**src/rtl/mips_pkg.sv**
```systemverilog
// Shared MIPS constants: instruction field bit positions, the NOP encoding
// and default PC/instruction widths used by the fetch/decode stages.
package mips_pkg;

    localparam int unsigned DEF_PC_W   = 32'd32;
    localparam int unsigned DEF_INST_W = 32'd32;

    // sll $0,$0,0 encodes as all zeros
    localparam logic [31:0] NOP_INST_C = 32'h0000_0000;

    localparam int unsigned OP_HI     = 32'd31;
    localparam int unsigned OP_LO     = 32'd26;
    localparam int unsigned RS_HI     = 32'd25;
    localparam int unsigned RS_LO     = 32'd21;
    localparam int unsigned RT_HI     = 32'd20;
    localparam int unsigned RT_LO     = 32'd16;
    localparam int unsigned RD_HI     = 32'd15;
    localparam int unsigned RD_LO     = 32'd11;
    localparam int unsigned SHAMT_HI  = 32'd10;
    localparam int unsigned SHAMT_LO  = 32'd6;
    localparam int unsigned FUNCT_HI  = 32'd5;
    localparam int unsigned FUNCT_LO  = 32'd0;
    localparam int unsigned IMM_HI    = 32'd15;
    localparam int unsigned IMM_LO    = 32'd0;
    localparam int unsigned TARGET_HI = 32'd25;
    localparam int unsigned TARGET_LO = 32'd0;

endpackage : mips_pkg

```
**src/rtl/if_id_skid_reg_skid_slot.sv**
```systemverilog
// One storage slot of the IF/ID skid register: a valid bit plus the PC and
// instruction it qualifies. Clear wins over load; clear only drops the valid
// bit so the data registers do not toggle needlessly.
module skid_slot #(
    parameter int PC_W   = 32,
    parameter int INST_W = 32
) (
    input  logic              clk,
    input  logic              rst,
    input  logic              load,
    input  logic              clear,
    input  logic [PC_W-1:0]   d_pc,
    input  logic [INST_W-1:0] d_inst,
    output logic              valid,
    output logic [PC_W-1:0]   pc,
    output logic [INST_W-1:0] inst
);

    logic              valid_q, valid_d;
    logic [PC_W-1:0]   pc_q, pc_d;
    logic [INST_W-1:0] inst_q, inst_d;

    // Next-state selection: clear, load, or hold
    always_comb begin
        valid_d = valid_q;
        pc_d    = pc_q;
        inst_d  = inst_q;
        if (clear) begin
            valid_d = 1'b0;
        end else if (load) begin
            valid_d = 1'b1;
            pc_d    = d_pc;
            inst_d  = d_inst;
        end else begin
            valid_d = valid_q;
        end
    end

    // Slot registers with synchronous reset to an empty, zeroed slot
    always_ff @(posedge clk) begin
        if (rst) begin
            valid_q <= 1'b0;
            pc_q    <= '0;
            inst_q  <= '0;
        end else begin
            valid_q <= valid_d;
            pc_q    <= pc_d;
            inst_q  <= inst_d;
        end
    end

    assign valid = valid_q;
    assign pc    = pc_q;
    assign inst  = inst_q;

endmodule : skid_slot

```
**src/rtl/if_id_skid_reg.sv**
```systemverilog
// IF/ID pipeline register built as a 2-entry skid buffer (main + skid slot),
// so in_ready depends only on registered state. Slices the held instruction
// into MIPS decode fields; imm_16 feeds the immediate sign extender.
// Optional macro IF_ID_STALL_CNT_EN adds a free-running stall_cnt output that
// counts cycles with out_valid && !out_ready.
module if_id_skid_reg
    import mips_pkg::*;
#(
    parameter int          PC_W     = DEF_PC_W,
    parameter int          INST_W   = DEF_INST_W,
    parameter logic [31:0] NOP_INST = NOP_INST_C
) (
    input  logic              clk,
    input  logic              rst,
    input  logic              in_valid,
    output logic              in_ready,
    input  logic [PC_W-1:0]   in_pc,
    input  logic [INST_W-1:0] in_inst,
    input  logic              flush,
    output logic              out_valid,
    input  logic              out_ready,
    output logic [PC_W-1:0]   out_pc,
    output logic [INST_W-1:0] out_inst,
    output logic [5:0]        op,
    output logic [4:0]        rs,
    output logic [4:0]        rt,
    output logic [4:0]        rd,
    output logic [4:0]        shamt,
    output logic [5:0]        funct,
    output logic [15:0]       imm_16,
    output logic [25:0]       target_26
`ifdef IF_ID_STALL_CNT_EN
    ,
    output logic [31:0]       stall_cnt
`endif
);

    logic              main_valid_s, skid_valid_s;
    logic [PC_W-1:0]   main_pc_s, skid_pc_s, main_d_pc_s;
    logic [INST_W-1:0] main_inst_s, skid_inst_s, main_d_inst_s;
    logic              main_load_s, main_clear_s, main_from_skid_s;
    logic              skid_load_s, skid_clear_s;
    logic              accept_s, pop_s;

    // Handshake: in_ready is purely registered state (plus reset gating)
    assign in_ready  = !skid_valid_s && !rst;
    assign out_valid = main_valid_s && !rst;
    assign accept_s  = in_valid && in_ready;
    assign pop_s     = out_valid && out_ready;

    // Slot control: decide which slot loads, which empties, and from where
    always_comb begin
        main_load_s      = 1'b0;
        main_clear_s     = 1'b0;
        main_from_skid_s = 1'b0;
        skid_load_s      = 1'b0;
        skid_clear_s     = 1'b0;
        if (flush) begin
            // Redirect: drop everything, including a same-cycle accept
            main_clear_s = 1'b1;
            skid_clear_s = 1'b1;
        end else if (!main_valid_s) begin
            main_load_s = accept_s;
        end else if (pop_s) begin
            if (skid_valid_s) begin
                // Older skid entry advances; in_ready was low so no accept
                main_load_s      = 1'b1;
                main_from_skid_s = 1'b1;
                skid_clear_s     = 1'b1;
            end else if (accept_s) begin
                main_load_s = 1'b1;
            end else begin
                main_clear_s = 1'b1;
            end
        end else begin
            // Stalled: a new word parks in the skid slot
            skid_load_s = accept_s;
        end
    end

    assign main_d_pc_s   = main_from_skid_s ? skid_pc_s   : in_pc;
    assign main_d_inst_s = main_from_skid_s ? skid_inst_s : in_inst;

    skid_slot #(.PC_W(PC_W), .INST_W(INST_W)) u_main (
        .clk    (clk),
        .rst    (rst),
        .load   (main_load_s),
        .clear  (main_clear_s),
        .d_pc   (main_d_pc_s),
        .d_inst (main_d_inst_s),
        .valid  (main_valid_s),
        .pc     (main_pc_s),
        .inst   (main_inst_s)
    );

    skid_slot #(.PC_W(PC_W), .INST_W(INST_W)) u_skid (
        .clk    (clk),
        .rst    (rst),
        .load   (skid_load_s),
        .clear  (skid_clear_s),
        .d_pc   (in_pc),
        .d_inst (in_inst),
        .valid  (skid_valid_s),
        .pc     (skid_pc_s),
        .inst   (skid_inst_s)
    );

    // Presented word: NOP when idle so all decode fields read as zero
    assign out_pc   = rst ? '0 : main_pc_s;
    assign out_inst = out_valid ? main_inst_s : NOP_INST[INST_W-1:0];

    assign op        = out_inst[OP_HI:OP_LO];
    assign rs        = out_inst[RS_HI:RS_LO];
    assign rt        = out_inst[RT_HI:RT_LO];
    assign rd        = out_inst[RD_HI:RD_LO];
    assign shamt     = out_inst[SHAMT_HI:SHAMT_LO];
    assign funct     = out_inst[FUNCT_HI:FUNCT_LO];
    assign imm_16    = out_inst[IMM_HI:IMM_LO];
    assign target_26 = out_inst[TARGET_HI:TARGET_LO];

`ifdef IF_ID_STALL_CNT_EN
    logic [31:0] stall_cnt_q, stall_cnt_d;

    // Stall counter next value: count held-but-unconsumed cycles, wrapping
    always_comb begin
        if (out_valid && !out_ready) begin
            stall_cnt_d = stall_cnt_q + 32'd1;
        end else begin
            stall_cnt_d = stall_cnt_q;
        end
    end

    // Stall counter register; flush deliberately does not clear it
    always_ff @(posedge clk) begin
        if (rst) begin
            stall_cnt_q <= 32'd0;
        end else begin
            stall_cnt_q <= stall_cnt_d;
        end
    end

    assign stall_cnt = stall_cnt_q;
`endif

endmodule : if_id_skid_reg

```
**config.mk**
```make
export PLATFORM = sky130hd
export DESIGN_NAME = if_id_skid_reg
export DESIGN_NICKNAME = d
export VERILOG_FILES = /design/src/rtl/mips_pkg.sv /design/src/rtl/if_id_skid_reg_skid_slot.sv /design/src/rtl/if_id_skid_reg.sv
export SDC_FILE = /design/constraint.sdc
export NUM_CORES = 1
export LEC_CHECK = 0
export ABC_AREA = 1
export CAP_MARGIN = 20
export CORE_MARGIN = 2
export CORE_UTILIZATION = 43
export CTS_BUF_LIST = sky130_fd_sc_hd__clkbuf_2
export DETAILED_ROUTE_END_ITERATION = 8
export GPL_TIMING_DRIVEN = 0
export PLACE_DENSITY = 0.77
export REMOVE_ABC_BUFFERS = 1
export SYNTH_ARGS = -nofsm -noshare
export SYNTH_HDL_FRONTEND = slang
export SYNTH_SLANG_ARGS = --single-unit
export TNS_END_PERCENT = 10
```
**constraint.sdc**
```tcl
create_clock -name clk -period 1.15 [get_ports clk]
set_input_delay 0.115 -clock clk [delete_from_list [all_inputs] [get_ports clk]]
set_output_delay 0.115 -clock clk [all_outputs]
set_load 0.02 [all_outputs]
```
==> results of run 1 <==
## kinds of logic (layout without fill, tap and decap cells)
logic type | count (synthesis) | in the layout | synth area share
flops | 130 | 130 | 0.401
buf+inv | 240 | 442 | 0.197
simple gates | 524 | 531 | 0.324
compound gates | 101 | 101 | 0.0782
## power by group through the flow
stage               clock network (W)  logic [W]  registers [W]
floorplan                           0   0.000310        0.00468
global placement                    0   0.000726        0.00468
detailed placement                  0   0.000751        0.00468
CTS                           0.00268   0.000997        0.00459
global route                  0.00287    0.00123        0.00460
finish                        0.00262    0.00114        0.00459
## placed cells by master, fill, tap and decap left out, drive strengths merged
cell type / Yosys / final
o21ai: 64 / 64
bufinv: 0 / 2
dlygate4sd3: 0 / 59
a21oi: 36 / 36
nand2: 229 / 234
nand3: 99 / 100
clkdlybuf4s50: 0 / 67
o211ai: 1 / 1
clkinv: 0 / 7
nor2: 196 / 197
inv: 103 / 103
clkbuf: 21 / 33
clkdlybuf4s15: 0 / 20
buf: 116 / 151
dfxtp: 130 / 130
## flip-flops by register name, summed over array words and instances (netlist names)
signal	count
u_skid.pc	32
u_skid.valid	1
u_main.pc	32
u_main.inst	32
u_main.valid	1
u_skid.inst	32
## stage by stage
stage          instance area [um^2]  power [W]  utilization  setup TNS, ns
6_report                       9910    0.00836        0.676        -168.92
2_1_floorplan                  5610    0.00499            -        -395.42
3_5_place_dp                   8110    0.00543        0.554        -606.28
5_1_grt                        9910    0.00871        0.676        -193.23
4_1_cts                        9080    0.00827        0.620        -179.15
3_3_place_gp                   7920    0.00541        0.541       -1502.68
## Yosys cell counts
master	n
buf_4	89
nor2_2	2
inv_2	3
nand2_2	1
clkbuf_1	17
buf_1	6
inv_1	100
o21ai_0	50
nand3_2	2
buf_2	19
nand2_1	228
a21oi_1	36
o21ai_1	14
o211ai_1	1
nand3_1	97
dfxtp_1	130
clkbuf_2	4
buf_6	2
nor2_1	194
## cell type report
class                           instances  area, um^2  share of cell area
Timing Repair inverter                  1        11.3             0.00114
Tap cell                              184         230              0.0232
Sequential cell                       130        2630               0.266
Timing Repair Buffer                  308        3280               0.331
Multi-Input combinational cell        632        3120               0.315
Clock buffer                           22         110              0.0111
Inverter                              103         434              0.0438
Clock inverter                          8        88.8             0.00897
## what timing repair did
item                                    CTS  global route
hold buffers                             56             7
buffers inserted                          2            16
hold endpoints to repair                 91            20
gates resized for setup                 743           117
endpoints found under the setup margin  270           270
gates cloned                              5            13
pin swaps                                 4             6
## worst max-delay path, stage by stage
cell and delay [ns]:
buf_4 0.12, buf_12 0.11, buf_12 0.09, buf_12 0.09
dlygate4sd3_1 1.03, nor2_2 0.13, buf_6 0.17
## path summary, 6_finish.rpt
kind                     end  depth (start not counted)  slack (ns)            start
min reg2reg  u_skid.inst[11]                          2        0.50  u_skid.inst[11]
max               out_pc[15]                          7       -0.83              rst
max reg2reg   u_skid.inst[8]                          9       -0.74     u_main.valid
min            u_main.pc[25]                          5        0.06        in_pc[25]
## layer usage
layer / part of all wire / up-vias / track usage / routed length (um)
met5: 0 / - / 0 / 0
met4: 0.021 / 0 / 0.0679 / 476
met3: 0.076 / 38 / 0.0569 / 1750
met2: 0.50 / 312 / 0.421 / 11500
met1: 0.41 / 3188 / 0.306 / 9380
li1: - / 3395 / - / -
==> impl_results.md, run 1 <==
- Status: finished, violations left
- Failing checks: setup timing
- DRC: 0
- Clk buf depth: 2
- Logic pwr share: 0.137
- Register area share after synthesis: 0.401
- Post-DP HPWL: 10900 um
- Startpoint Class: input port
- Crit path required time: 1.03 ns
- Seq cells post-synth: 130
- Clock sink total: 130
- Root Driver: clkbuf_2
- Grt ovf: 0
- Achievable Freq: 505 MHz
- Internal power: 0.00613 W
- Kind of end point of the critical path: primary output
- Top cell type's share of synthesized area: 0.401
- PD cells: 844 mW/mm^2
- Clock latency on the worst-skew pair: 0.69 ns
- Area of the core: 0.0146 mm^2
- Die area: 0.0161 mm^2
- Die X: 127 um
- Initial Util: 0.444
- Tot GR Track Use: 0.244
- Area Overhead vs Synth: 52.5%
- Syn. warnings: 0
- GPL Wtd Cong: 0.745
- Initial antenna violation count: 0
- Placed Cells: 1259
- Non-Filler Instances: 1388
- Row count: 44
- FILL cells: 1259
- Cells after synthesis: 995
- Initial DRT Pass Iterations: 4
- Sw frac: 0.266
- Via count: 6933
- Clk pwr share: 0.314
- Vias in the first global route: 6036
- CTS tree: built
- Setup Viol. Count Final: 270
- Synth area leader: dfxtp_1
- Share of power burned in registers: 0.549
- Synth unique cells: 19
- Hold slack: 0.0635 ns
- WP data arrival: 1.87 ns
- TritonCTS buffer count: 17
- Routed WL per cell: 16.7 um
- Final worst setup slack: -0.831 ns
- Synth area leaders: dfxtp_1 40%, nand2_1 13%, nor2_1 11%, buf_4 10%, nand3_1 7.5%
- IO Count: 209
- RSZ-0062 raised after global routing: true
- Share of layout cells above drive strength 1: 0.267
- # nets final: 1262
- Vias per cell: 4.99
- Maximum VDD drop: 0.645 mV
- ANT nets after route: 0
- Final Hold Vio Count: 0
- Initial DRC count: 438
- H-Tree Depth: 4
- Max_cap viols: 0
- N_diodes: 0
- Critical path peak fanout: 10
- Cell area after synthesis: 0.00650 mm^2
- Max Slew Vio Count: 0
- Slew margin rel.: 0.365
- Min Tclk post-route: 1.98 ns
- Port Buffer Count: 208
- Avg Cell Area, Syn: 6.53 um^2
- Post-Route WL: 23100 um
- Type of the worst min-delay path: input port to register
- Reg clk slew, reported paths: 0.18 ns
- Die Height: 127 um
- Worst Skew: 0.0283 ns
- Sw power: 0.00223 W
- Leak pwr: 4.34 nW
- Pin count of the biggest net entering global routing: 50
- Pre-CTS setup slack: -2.87 ns
- Worst slew pin tran: 0.949 ns
- First-pass GRT wire length: 31400 um
- Setup Crit Path Kind: input port to primary output
- Tcrit/Tclk final: 1.72
Note: power is estimated with default switching activity, not from simulation.
==> inputs of run 2 (changes only) <==
--- a/config.mk
+++ b/config.mk
@@ -14,6 +14,7 @@
 export GPL_TIMING_DRIVEN = 0
 export PLACE_DENSITY = 0.77
 export REMOVE_ABC_BUFFERS = 1
+export SLEW_MARGIN = 0
 export SYNTH_ARGS = -nofsm -noshare
 export SYNTH_HDL_FRONTEND = slang
 export SYNTH_SLANG_ARGS = --single-unit
==> results of run 2 <==
The final DEF is identical to that of run 1; final timing and power are the same.
